--- config.mk ---
export PLATFORM = sky130hd
export DESIGN_NAME = alu_sequencer
export DESIGN_NICKNAME = d
export VERILOG_FILES = /design/src/rtl/alu_seq_pkg.sv /design/src/rtl/regfile_4x4.sv /design/src/rtl/alu_sequencer.sv
export SDC_FILE = /design/constraint.sdc
export NUM_CORES = 1
export LEC_CHECK = 0
export CAP_MARGIN = 0
export CORE_MARGIN = 2
export CORE_UTILIZATION = 47
export DETAILED_ROUTE_END_ITERATION = 10
export PLACE_DENSITY = 0.82
export SETUP_SLACK_MARGIN = 0.05
export SYNTH_ARGS = -nofsm -noshare
export SYNTH_HDL_FRONTEND = slang
export SYNTH_SLANG_ARGS = --single-unit
--- constraint.sdc ---
create_clock -name clk -period 1.3 [get_ports clk]
set_input_delay 0.13 -clock clk [delete_from_list [all_inputs] [get_ports clk]]
set_output_delay 0.13 -clock clk [all_outputs]
set_load 0.1 [all_outputs]
--- src/rtl/alu_seq_pkg.sv ---
// Shared definitions for the ALU sequencer: opcodes, ALU function codes,
// FSM state encoding and instruction field positions (bit 0 = MSB).
// Imported by alu_sequencer and regfile_4x4.
package alu_seq_pkg;

  typedef logic [0:3] nib_t;
  typedef logic [0:7] word_t;
  typedef logic [0:2] op_t;
  typedef logic [0:1] afs_t;

  localparam op_t OP_XOR  = 3'd0;
  localparam op_t OP_AND  = 3'd1;
  localparam op_t OP_OR   = 3'd2;
  localparam op_t OP_ADD  = 3'd3;
  localparam op_t OP_SUB  = 3'd4;
  localparam op_t OP_LDI  = 3'd5;
  localparam op_t OP_OUT  = 3'd6;
  localparam op_t OP_HALT = 3'd7;

  localparam afs_t AFS_XOR = 2'b00;
  localparam afs_t AFS_AND = 2'b01;
  localparam afs_t AFS_OR  = 2'b10;
  localparam afs_t AFS_ADD = 2'b11;

  // Field positions inside an ascending [0:7] instruction word.
  localparam int OP_HI  = 0;
  localparam int OP_LO  = 2;
  localparam int RD_HI  = 3;
  localparam int RD_LO  = 4;
  localparam int RS_HI  = 5;
  localparam int RS_LO  = 6;
  localparam int IMM_HI = 0;
  localparam int IMM_LO = 3;

  typedef enum logic [2:0] {
    S_FETCH  = 3'd0,
    S_DECODE = 3'd1,
    S_EXEC   = 3'd2,
    S_IMM    = 3'd3,
    S_OUTP   = 3'd4,
    S_HALT   = 3'd5
  } state_t;

  // ADD and SUB share the adder code; SUB is distinguished by alu_sub.
  function automatic afs_t op_to_afs(input op_t op);
    case (op)
      OP_XOR:  op_to_afs = AFS_XOR;
      OP_AND:  op_to_afs = AFS_AND;
      OP_OR:   op_to_afs = AFS_OR;
      default: op_to_afs = AFS_ADD;
    endcase
  endfunction

endpackage

--- src/rtl/regfile_4x4.sv ---
// Four 4-bit registers: two combinational read ports, one synchronous write
// port, synchronous active-high reset loading REG_INIT into every entry.
// Ports: clk, rst, we/waddr/wdata (write), raddr_a/rdata_a, raddr_b/rdata_b.
module regfile_4x4
  import alu_seq_pkg::*;
#(
  parameter nib_t REG_INIT = 4'h0
) (
  input  logic       clk,
  input  logic       rst,
  input  logic       we,
  input  logic [1:0] waddr,
  input  nib_t       wdata,
  input  logic [1:0] raddr_a,
  output nib_t       rdata_a,
  input  logic [1:0] raddr_b,
  output nib_t       rdata_b
);

  nib_t regs_q [4];
  nib_t regs_d [4];

  always_comb begin
    regs_d = regs_q;
    if (we) begin
      regs_d[waddr] = wdata;
    end
  end

  always_ff @(posedge clk) begin
    if (rst) begin
      for (int i = 0; i < 4; i++) begin
        regs_q[i] <= REG_INIT;
      end
    end else begin
      regs_q <= regs_d;
    end
  end

  // Reads see the pre-write value, so rd == rs uses the old contents.
  assign rdata_a = regs_q[raddr_a];
  assign rdata_b = regs_q[raddr_b];

endmodule

--- src/rtl/alu_sequencer.sv ---
// Control-side sequencer for an external 4-bit ALU: fetches 8-bit
// instructions (valid/ready), drives registered ALU operands/controls,
// writes the combinational ALU result back, and emits registers on a
// valid/ready output port.
// Ports: clk, rst (sync, active high), instr_valid/instr_ready/instr,
//        alu_sub/alu_afs/alu_a/alu_b/alu_res, out_valid/out_ready/out_data,
//        halted, and zflag when ALU_SEQ_ZFLAG_EN is defined.
module alu_sequencer
  import alu_seq_pkg::*;
#(
  parameter nib_t REG_INIT = 4'h0
) (
  input  logic       clk,
  input  logic       rst,
  input  logic       instr_valid,
  output logic       instr_ready,
  input  logic [0:7] instr,
  output logic       alu_sub,
  output logic [0:1] alu_afs,
  output logic [0:3] alu_a,
  output logic [0:3] alu_b,
  input  logic [0:3] alu_res,
  output logic       out_valid,
  input  logic       out_ready,
  output logic [0:3] out_data,
`ifdef ALU_SEQ_ZFLAG_EN
  output logic       zflag,
`endif
  output logic       halted
);

  state_t state_q, state_d;
  word_t  ir_q, ir_d;
  logic   alu_sub_q, alu_sub_d;
  afs_t   alu_afs_q, alu_afs_d;
  nib_t   alu_a_q, alu_a_d;
  nib_t   alu_b_q, alu_b_d;
  logic   out_valid_q, out_valid_d;
  nib_t   out_data_q, out_data_d;
`ifdef ALU_SEQ_ZFLAG_EN
  logic   zflag_q, zflag_d;
`endif

  op_t        ir_op;
  logic [1:0] ir_rd;
  logic [1:0] ir_rs;
  nib_t       rd_val;
  nib_t       rs_val;
  logic       rf_we;
  nib_t       rf_wdata;

  assign ir_op = ir_q[OP_HI:OP_LO];
  assign ir_rd = ir_q[RD_HI:RD_LO];
  assign ir_rs = ir_q[RS_HI:RS_LO];

  regfile_4x4 #(
    .REG_INIT (REG_INIT)
  ) u_rf (
    .clk     (clk),
    .rst     (rst),
    .we      (rf_we),
    .waddr   (ir_rd),
    .wdata   (rf_wdata),
    .raddr_a (ir_rd),
    .rdata_a (rd_val),
    .raddr_b (ir_rs),
    .rdata_b (rs_val)
  );

  always_comb begin
    state_d     = state_q;
    ir_d        = ir_q;
    alu_sub_d   = alu_sub_q;
    alu_afs_d   = alu_afs_q;
    alu_a_d     = alu_a_q;
    alu_b_d     = alu_b_q;
    out_valid_d = out_valid_q;
    out_data_d  = out_data_q;
`ifdef ALU_SEQ_ZFLAG_EN
    zflag_d     = zflag_q;
`endif
    rf_we       = 1'b0;
    rf_wdata    = alu_res;

    case (state_q)
      S_FETCH: begin
        if (instr_valid) begin
          ir_d    = instr;
          state_d = S_DECODE;
        end
      end
      S_DECODE: begin
        case (ir_op)
          OP_LDI:  state_d = S_IMM;
          OP_OUT: begin
            out_data_d  = rd_val;
            out_valid_d = 1'b1;
            state_d     = S_OUTP;
          end
          OP_HALT: state_d = S_HALT;
          default: begin
            alu_a_d   = rd_val;
            alu_b_d   = rs_val;
            alu_afs_d = op_to_afs(ir_op);
            alu_sub_d = (ir_op == OP_SUB);
            state_d   = S_EXEC;
          end
        endcase
      end
      S_EXEC: begin
        rf_we    = 1'b1;
        rf_wdata = alu_res;
`ifdef ALU_SEQ_ZFLAG_EN
        zflag_d  = (alu_res == 4'h0);
`endif
        state_d  = S_FETCH;
      end
      S_IMM: begin
        if (instr_valid) begin
          rf_we    = 1'b1;
          rf_wdata = instr[IMM_HI:IMM_LO];
          state_d  = S_FETCH;
        end
      end
      S_OUTP: begin
        if (out_ready) begin
          out_valid_d = 1'b0;
          state_d     = S_FETCH;
        end
      end
      S_HALT: begin
        state_d = S_HALT;
      end
      default: state_d = S_FETCH;
    endcase
  end

  always_ff @(posedge clk) begin
    if (rst) begin
      state_q     <= S_FETCH;
      ir_q        <= '0;
      alu_sub_q   <= 1'b0;
      alu_afs_q   <= AFS_XOR;
      alu_a_q     <= '0;
      alu_b_q     <= '0;
      out_valid_q <= 1'b0;
      out_data_q  <= '0;
`ifdef ALU_SEQ_ZFLAG_EN
      zflag_q     <= 1'b0;
`endif
    end else begin
      state_q     <= state_d;
      ir_q        <= ir_d;
      alu_sub_q   <= alu_sub_d;
      alu_afs_q   <= alu_afs_d;
      alu_a_q     <= alu_a_d;
      alu_b_q     <= alu_b_d;
      out_valid_q <= out_valid_d;
      out_data_q  <= out_data_d;
`ifdef ALU_SEQ_ZFLAG_EN
      zflag_q     <= zflag_d;
`endif
    end
  end

  // Ready is masked during reset so no word is consumed by a state about
  // to be discarded.
  assign instr_ready = !rst && ((state_q == S_FETCH) || (state_q == S_IMM));
  assign halted      = (state_q == S_HALT);
  assign alu_sub     = alu_sub_q;
  assign alu_afs     = alu_afs_q;
  assign alu_a       = alu_a_q;
  assign alu_b       = alu_b_q;
  assign out_valid   = out_valid_q;
  assign out_data    = out_data_q;
`ifdef ALU_SEQ_ZFLAG_EN
  assign zflag       = zflag_q;
`endif

endmodule

Yosys cells after proc, flatten, opt, wreduce, memory -nomap -nowiden
Index checks and enable logic that the tools add are counted.

Bits in registers: 43. Output and inout port bits: 18. Word-level logic and storage cells: 68. Input bits: 16.

Bitwise logic cells: 3. Reductions and logical operators: 13. Magnitude comparators: 3. Mux-type cells: 22. Eq/ne operators: 15.

Operator list (number): 4-bit two-way mux (7); 3-bit == test (second input constant) (6); 4-bit binary-select mux with 2-bit select (2); 16-bit bitwise mux (1); 3-bit one-hot mux with 5 select lines (1); 3-bit by 2-bit == test with 1-bit output (second input constant) (3); 3-bit two-way mux (3); 3-bit one-hot mux with 3 select lines (1); 4-bit demux with 2-bit select (1); 2-bit inequality test (second input constant) (4); 3-bit by 1-bit == test with 1-bit output (second input constant) (2); 3-bit >= comparator (second input constant) (2); 3-bit zero test (2); 2-bit NOT with 3-bit output (2); 2-bit one-hot mux with 3 select lines (1); 2-bit AND reduction (3); 3-bit AND reduction (2); 1-bit one-hot mux with 2 select lines (2); 3-bit by 1-bit less-than comparator with 1-bit output (second input constant) (1); 1-bit two-way mux (3); 3-bit OR reduction (1); 1-bit logical AND (2); 2-bit nonzero test (1); 1-bit zero test (1); other kinds (2) (2).

Logic depth before layout (Yosys ltp)
Depth in word-level cells: 6. Mapped depth: 5. Depth with buffers taken out: 3.

Modules after synthesis
A second synthesis with hierarchy kept.

Cell total of the unflattened synthesis: 209. Area, all modules: 2074.5 um^2.

By module, submodules not included: alu_sequencer (cells an instance 141, area each 1233.7 um^2, times used 1); regfile_4x4 (cells an instance 68, area each 840.8 um^2, times used 1).

Worst setup path after synthesis
No wires, ideal clock.

Path type: flip-flop to output port. From: register state_q[1]. To: output instr_ready. Arrival: 3667 ps. Path slack: -2497 ps. Buffers on the path: 1. Stages on the path, launching flop included: 4. Required time: 1170 ps. Cell sequence: dfxtp_1 -> buf_2 -> and2b_1 -> nor4_1.

Cells in the longest elaborated chain, start to end: 3.

Ends and longest elaborated chain: start, declared (RTL line alu_sequencer.sv:32) `state_t state_q, state_d;`; start signal, assigned (RTL line alu_sequencer.sv:152) `state_q <= state_d;`; 3-bit by 2-bit == test with 1-bit output / 3-bit zero test (equally long branches) (RTL line alu_sequencer.sv:168) `assign instr_ready = !rst && ((state_q == S_FETCH) || (state_q == S_IMM));`; 1-bit logical OR (*) (RTL line alu_sequencer.sv:168); 1-bit logical AND (*) (RTL line alu_sequencer.sv:168); end, declared (RTL line alu_sequencer.sv:16) `output logic instr_ready,`.

Mark *: on every way between the ends. The rest lies on a longest branch, timed or not.

Worst setup path after layout
From: register state_q[0]. To: output instr_ready.

Same word-level chain as after synthesis.

==> results.ini <==
[outcome]
status = finished with violations
violations = setup timing

[worst_setup_path]
cp.arrival_ns = 1.45
cp-end-kind = output pin
ff2ff_path_depth = 4
regToRegStartpoint = state_q[0]$_SDFFE_PP0P_
crit_fanout = 5
r2r_setup_slack_ns = -0.27
start_kind = flop
reg2reg_to = alu_b[3]$_SDFFE_PP0P_
cp.required_ns = 1.17
path_class = reg -> out

[sta]
slew-limit-headroom_pct = 66.8
period_share_pct = 121
tightest_slew_ns = 0.498
post-route-min-period_ns = 1.58
setup_slack_ns = -0.277
rsz0062_at_grt = yes
setup_viol = 43
drv_slew = 0
tns_ns = -5.32
finalHoldViolCount = 0
max_freq_ghz = 0.634
clock_skew_ns = 0.0115

[floorplanning]
die_h_um = 69.8
rows = 23
start_util_pct = 49.8
die_w_um = 69.8
die_area_um2 = 4870
fp.coreArea_um2 = 4090
ios = 34

[clock_tree]
clk_latency_ns = 0.31
clk_pin_slew_ns = 0.09
cts_sinks = 42
cts_made_buffers = 5
clockRootBuffer = clkbuf_8
cts_tree = built
cts-htree-levels = 2
clockBufferDepth = 2
ctsHoldBuffers = 0

[logic_synthesis]
yosysTopAreaCellShare_pct = 41.4
synthCells = 213
yosysWarnings = 0
synth-seq-cells = 42
synth_nets = 229
yosys-top-cells-area = dfxtp_1 (41%), mux4_2 (8.9%), a211oi_1 (5.9%)
synth_largest_area_cell = dfxtp_1
yosysSeqAreaShare_pct = 41.4
syn_avg_cell_area_um2 = 9.55
synth_area_um2 = 2030
ys_types = 35

[drt]
post_drt_wl_per_cell_um = 27.6
vias_per_cell = 7.17
ant_nets = 0
drc = 0
drtPass1Iterations = 5
num_vias = 2309
drt-total-wl_um = 8900
initialDrtViolationCount = 288

[cells_and_area]
seqCellArea_um2 = 875
drive_gt1_share_pct = 59.2
fill_cells = 158
fin_nets = 287
syn_to_final_growth_pct = 69.5
antenna_cells = 0
multiInputGateArea_um2 = 1470

[hold_path]
hold_class = in -> reg
hold_start = instr[5]
hold_path_end = ir_q[2]$_SDFFE_PP0P_
hold_depth = 3

[grt]
grt_pass1_wl_um = 10100
grt_pass1_vias = 2072
grt_usage_pct = 25.9
antenna_found_initial = 0
grt-ovfl-total = 0
grt_start_max_net_pins = 21

[placement]
place.port_buffers = 32
globalplace.congestion = 0.947
hpwlAfterDp_um = 3980

[flow_run]
maxCapViolations = 0

[power_and_ir_drop]
vdd_drop_max_mv = 0.803
total_power_mw = 3.08
leakage_nw = 1.21
p_per_area_nw_per_um2 = 893

-- power by group --
| part | switching (mW) | internal (mW) | total, mW |
|---|---|---|---|
| Combinational | 0.407 | 0.338 | 0.746 |
| Sequential | 0.0733 | 1.32 | 1.40 |
| Clock | 0.505 | 0.428 | 0.933 |
-- sequential cells by signal (all words and copies together), names as in the netlist --
name / cells
state_q: 3
ir_q: 7
alu_afs: 2
u_rf.regs_q: 16
alu_sub: 1
alu_b: 4
out_data: 4
out_valid: 1
alu_a: 4
-- synthesized netlist by cell type (all sizes together) --
cell type  count
clkbuf        14
nand2b         4
nand3         12
or3b           1
mux4           8
and3b          1
a21o           1
a221oi         1
nor2b          5
and2           1
o21ai         16
nor3           2
nor4b          1
buf            7
o21a           1
and4bb         2
nor4           2
a31oi         17
a311oi         1
and3           4
nand4b         1
a311o          1
a21oi         17
and2b          1
inv            1
nand4bb        1
dfxtp         42
nand2          3
o2111a         1
nor3b          4
mux2i         11
nor2          13
a211oi        16
-- cells in the final DEF, fill, tap and decap left out, types with 2 or more instances in the layout --
cell type / synthesis / layout
nor2_1: 13 / 10
mux2i_1: 11 / 6
o21ai_1: 5 / 9
a21oi_1: 17 / 12
a31oi_1: 17 / 16
buf_4: 3 / 22
o21ai_2: 0 / 7
and3_4: 0 / 4
nand2_1: 3 / 3
clkdlybuf4s50_1: 0 / 13
mux4_2: 8 / 8
nor3b_1: 4 / 3
nand3_1: 12 / 5
dfxtp_4: 0 / 3
dfxtp_2: 0 / 18
buf_12: 0 / 23
a211oi_2: 0 / 16
nand2b_1: 4 / 2
nand3_2: 0 / 6
nor2b_1: 5 / 3
mux2i_4: 0 / 4
buf_6: 0 / 8
dfxtp_1: 42 / 21
clkbuf_8: 0 / 6
nor2_4: 0 / 2
a21oi_2: 0 / 5
-- cell type report --
class	count	share of cell area (%)
repair buffers	71	27.2
multi-input cells	150	42.7
clock buffers	6	2.40
well taps	50	1.82
clock inverters	2	0.363
inverters	1	0.109
flip-flops and latches	42	25.4
-- per-stage QoR --
stage          cell area, um^2  setup slack [ns]  cells  hold WS [ns]  utilization (%)
6_report                  3450            -0.277    322         0.444             84.3
3_3_place_gp              2790            -0.276    298         0.486             68.3
5_1_grt                   3450            -0.318    322         0.479             84.3
2_1_floorplan             2110            -0.667    213         0.277                -
4_1_cts                   3060            -0.208    314         0.446             74.9
3_5_place_dp              2790            -0.360    298         0.488             68.3
-- cell families after synthesis --
family	synth area share [%]
AOI/OAI and AO/OA	22.2
buffers and inverters	4.86
DFF	41.4
muxes	14.3
and+or+nand+nor	17.3
-- worst max-delay path, cell delays in order (launching register included) --
cell and delay [ns]:
dfxtp_4 0.38, and2b_2 0.23, nor4_4 0.30, buf_12 0.22
-- per-layer routing --
layer | global-route usage, % | part of all wire (%) | vias up
met5 | 0 | 0 | -
met3 | 5.67 | 7.9 | 53
met2 | 45.3 | 51 | 198
met1 | 30.8 | 36 | 1120
met4 | 10.3 | 5.6 | 0
li1 | - | - | 938
-- worst max-delay path by stage --
| stage | depth (start not counted) | startpoint | endpoint | slack (ns) |
|---|---|---|---|---|
| 2_1_floorplan | 3 | state_q[1]$_SDFFE_PP0P_ | instr_ready | -0.67 |
| 3_3_place_gp | 4 | instr_valid | state_q[2]$_SDFFE_PP0P_ | -0.28 |
| 3_5_place_dp | 4 | instr_valid | u_rf.regs_q[11]$_SDFFE_PP0P_ | -0.36 |
| 4_1_cts | 3 | state_q[0]$_SDFFE_PP0P_ | instr_ready | -0.21 |
| 5_1_grt | 3 | state_q[0]$_SDFFE_PP0P_ | instr_ready | -0.32 |
| 6_report | 3 | state_q[0]$_SDFFE_PP0P_ | instr_ready | -0.28 |
-- repair_timing --
action	4_1_cts	5_1_grt
gates resized for setup	26	78
endpoints found under the setup margin	42	43
buffers inserted	7	4
gates cloned	1	4
pin swaps	8	13
No activity file was read; power rests on OpenSTA's default activity.
==> variant 1: new RTL, config.mk and constraints unchanged <==
Encoding of `state_t`: now one-hot (6 bits for 6 states).
--- a/src/rtl/alu_seq_pkg.sv
+++ b/src/rtl/alu_seq_pkg.sv
@@ -33,11 +33,11 @@
   localparam int IMM_LO = 3;
 
-  typedef enum logic [2:0] {
-    S_FETCH  = 3'd0,
-    S_DECODE = 3'd1,
-    S_EXEC   = 3'd2,
-    S_IMM    = 3'd3,
-    S_OUTP   = 3'd4,
-    S_HALT   = 3'd5
+  typedef enum logic [5:0] {
+    S_FETCH  = 6'b000001,
+    S_DECODE = 6'b000010,
+    S_EXEC   = 6'b000100,
+    S_IMM    = 6'b001000,
+    S_OUTP   = 6'b010000,
+    S_HALT   = 6'b100000
   } state_t;
 
Check against the original RTL: no difference found for any inputs over 10 cycles, from zero or initial values and one cycle with rst high; not proved beyond that.
==> variant 1 against the unedited design <==
The run still ends with negative setup slack left. Clock power increased by 40%. Final cell count increased by 9.0%. Critical path depth increased by 3. Sequential cell count increased by 3. Worst setup slack got worse by 260 ps. Sequential share of layout area decreased by 1.3 points. Hold slack got worse by 4.7 ps. Die area increased by 7.6%. Total power increased by 17%. Synthesized cell count increased by 1.9%. Routed wire length increased by 12%. Synthesized area increased by 8.1%. Sequential power increased by 4%. Design area increased by 10%. Largest power group unchanged. Highest routed layer unchanged.
==> variant 1: results (changes against the unedited design) <==
slew margin rel. - 0.765 (+0.0971)
met1 Use GR - 0.380 (+0.0720)
share of cells above drive strength 1 - 0.545 (-0.0468)
average size of a mapped cell - 10.1 um2 (+6.1%)
internal power - 2.57 mW (+23%)
drt total wl - 10.0 mm (+12%)
Min-Delay Endpoint - ir_q[3]$_SDFFE_PP0P_
final number of setup-violating endpoints - 46 (+7.0%)
final setup TNS - -16550 ps (-11230 ps)
Nets - 314 (+9.4%)
biggest regs - u_rf.regs_q: 16 flops, ir_q: 7 flops, state_q: 6 flops
grt met3 use - 0.0583 (+0.00165)
Met3 Wirelength - 1.07 mm (+53%)
M1 wire length - 3.56 mm (+12%)
Setup Skew - 13.2 ps (+1.71 ps)
Clock Power Share - 0.363 (+0.060)
largest net degree at the start of global routing - 40 (+90%)
Clk power - 1.31 mW (+40%)
status - finished, violations left
setup slack after placement - -467 ps (-108 ps)
top cells by count, synth - dfxtp_1, nor2_1, a21oi_1
Slowest cell on crit path - dfxtp_2
GRT met2 Usage - 0.549 (+0.0965)
failing checks - negative setup slack
Crit path largest cell delay - 400 ps (+20 ps)
final hold slack - 439 ps (-4.69 ps)
Syn Nets - 233 (+1.7%)
Leak - 1.37 nW (+14%)
dpl cells - 318 (+6.7%)
initial DRC count - 407 (+41%)
HPWL after DPL - 4.15 mm (+4.2%)
number of global-route vias before repair - 2323 (+12%)
Worst Path Arrival - 2020 ps (+570 ps)
post-route setup slack - -537 ps (-260 ps)
variant 1: changes by cell type after synthesis, moves of 5 or more:
cell,unedited run,this run
nor2_1,13,34
a211oi_1,16,0
a31oi_1,17,1
a221oi_1,0,12
mux2i_1,11,19
o21ai_0,11,3
clkbuf_1,14,7
nand3_1,12,6
a21oi_1,17,22
nand2_1,3,8
o21ai_1,5,0
variant 1: cell type report:
type,instances,area (um2)
tap,52,65.1
clock buffer,5,68.8
sequential,45,917
timing repair buffer,86,1070
multi-input combinational,160,1610
clock inverter,3,65.1
fill,175,613
variant 1: repair_timing:
action	in CTS	in global routing
pin swaps	32	28
hold endpoints to repair	0	0
gates cloned	3	0
setup buffers	14	9
endpoints found under the setup margin	47	47
hold buffers	0	0
gates resized for setup	66	25
variant 1: logic make-up after synthesis:
group | synth area share
flip-flops | 0.410
AO/OA/AOI/OAI | 0.156
buffers and inverters | 0.0353
multiplexers | 0.169
AND/OR/NAND/NOR | 0.226
XOR/XNOR | 0.00399
==> variant 2: new RTL, same settings <==
Without the edit above. `REG_INIT` is set to 4'h0 in 2 places; all go to 4'h1.
--- a/src/rtl/regfile_4x4.sv
+++ b/src/rtl/regfile_4x4.sv
@@ -5,5 +5,5 @@
   import alu_seq_pkg::*;
 #(
-  parameter nib_t REG_INIT = 4'h0
+  parameter nib_t REG_INIT = 4'h1
 ) (
   input  logic       clk,
--- a/src/rtl/alu_sequencer.sv
+++ b/src/rtl/alu_sequencer.sv
@@ -9,5 +9,5 @@
   import alu_seq_pkg::*;
 #(
-  parameter nib_t REG_INIT = 4'h0
+  parameter nib_t REG_INIT = 4'h1
 ) (
   input  logic       clk,
Check against the original RTL: not equivalent (a bounded check fails within 4 cycles, from zero or initial values and one cycle with rst high).
==> variant 2 against the unedited design <==
Synthesized area is 0.49% higher. Design area is 4.6% higher. Utilization is 3.9 points higher. Routed wire length is 5.5% higher. Sequential cell count stayed put. Worst setup slack worse by 63 ps. Sequential share of layout area is 1.0 points lower. Total power is 16% higher. The run still ends with negative setup slack left.
==> variant 2: results (changes against the unedited design) <==
WL per Instance - 29.1 um (+5.2%)
Netlist cell types - 36 (+2.9%)
Worst Path Arrival - 1510 ps (+60 ps)
top sig layer - met4
initial DRC count - 335 (+16%)
post-route ant nets - 0 (unchanged)
Met3 Wirelength - 1.07 mm (+53%)
Setup Skew - 19.0 ps (+7.53 ps)
DRT Pass-1 Iters - 5 (unchanged)
Worst VDD drop - 0.908 mV (+13%)
Nets - 288 (+0.35%)
status - finished, violations left
grt met3 use - 0.0664 (+0.00969)
final number of setup-violating endpoints - 42 (-2.3%)
post-synthesis adder-cell area fraction - 0 (unchanged)
Worst path top cell family by delay - simple AND/OR/NAND/NOR gates
Placed Instance Area - 0.00278 mm2 (-0.31%)
final hold slack - 481 ps (+37.7 ps)
post-route setup slack - -340 ps (-63.4 ps)
setup slack, reg-to-reg - -290 ps (-20 ps)
FFs w/ async S/R, synth - 0 (unchanged)
met2 wire len - 4.33 mm (-4.1%)
initial antenna violation count - 0 (unchanged)
gr usage total - 0.322 (+0.0625)
Reg clk slew, reported paths - 100 ps
yosys synthesis warning count - 0 (unchanged)
global-route wire length before repair - 12.3 mm (+22%)
root buffer cell - clkbuf_8
drt via density - 7.47 (+4.1%)
number of global-route vias before repair - 2259 (+9.0%)
Hold WC Path Type - in2reg
Clock Tree Buf Depth - 2 (unchanged)
top cells by area, synth - dfxtp_1, mux4_2, mux2i_1
total CTS buffers - 5 (unchanged)
post-synthesis mux area share - 0.142 (-0.000699)
HPWL after DPL - 4.12 mm (+3.4%)
Leak - 1.23 nW (+2.1%)
XOR/XNOR Fraction of Synth Area - 0 (unchanged)
top cells by count, synth - dfxtp_1, a21oi_1, a31oi_1
htree depth - 2 (unchanged)
grt total ovfl - 0 (unchanged)
GPL Wtd Cong - 0.895 (-5.5%)
compound-gate portion of the synthesized area - 0.224 (+0.00136)
Seq/Total Area, Yosys - 0.412 (-0.00203)
M1 wire length - 3.37 mm (+5.6%)
largest net degree at the start of global routing - 18 (-14%)
GRT met2 Usage - 0.531 (+0.0783)
met1 Use GR - 0.397 (+0.0892)
share of cells above drive strength 1 - 0.652 (+0.0601)
CP max FO - 3 (-2)
failing checks - negative setup slack
Syn Nets - 230 (+0.44%)
slew margin rel. - 0.744 (+0.0762)
I/O Buffers - 32 (unchanged)
## variant 2: changes by cell type after synthesis, sizes merged
cell,before,now
a211oi,16,12
buf,7,9
clkbuf,14,12
a311oi,1,5
inv,1,2
## variant 2: area by class of cell
| type | instances | area [um2] |
|---|---|---|
| multi-input cells | 150 | 1590 |
| flip-flops and latches | 42 | 878 |
| clock inverters | 2 | 60.1 |
| clock buffers | 6 | 82.6 |
| well taps | 50 | 62.6 |
| inverters | 2 | 11.3 |
| fillers | 144 | 480 |
| repair buffers | 71 | 925 |
## variant 2: worst min-delay path, stage by stage
cell	delay [ps]
clkdlybuf4s50_1	400
mux2i_1	170
nor2_1	60
## variant 2: repair_timing
action                                  4_1_cts  5_1_grt
hold buffers                                  0        0
endpoints found under the setup margin       42       42
pin swaps                                    24       19
gates cloned                                  3        1
setup buffers                                10        3
resized for setup                            83       46
## variant 2: stage by stage
stage          setup WS, ps  power (mW)   util  TNS (ps)  cells
2_1_floorplan          -667        1.77      -      -674    214
3_3_place_gp           -284        1.99  0.681     -6540    298
3_5_place_dp           -334        2.01  0.681     -7500    298
4_1_cts                -273        3.38  0.818     -1650    319
5_1_grt                -345        3.64  0.882     -6460    323
6_report               -340        3.58  0.882     -6210    323
## variant 2: final timing paths
| kind | start | end | cells past startpoint |
|---|---|---|---|
| worst max-delay path | state_q[0]$_SDFFE_PP0P_ | instr_ready | 4 |
| worst min register to register | alu_a[1]$_SDFFE_PP0P_ | alu_a[1]$_SDFFE_PP0P_ | 2 |
| worst min-delay path | instr[5] | ir_q[2]$_SDFFE_PP0P_ | 3 |
| worst max register to register | state_q[0]$_SDFFE_PP0P_ | ir_q[4]$_SDFFE_PP0P_ | 6 |
## variant 2: where the power goes
part	internal, mW	switching (mW)
clock network	0.820	0.518
logic	0.356	0.484
registers	1.33	0.0739
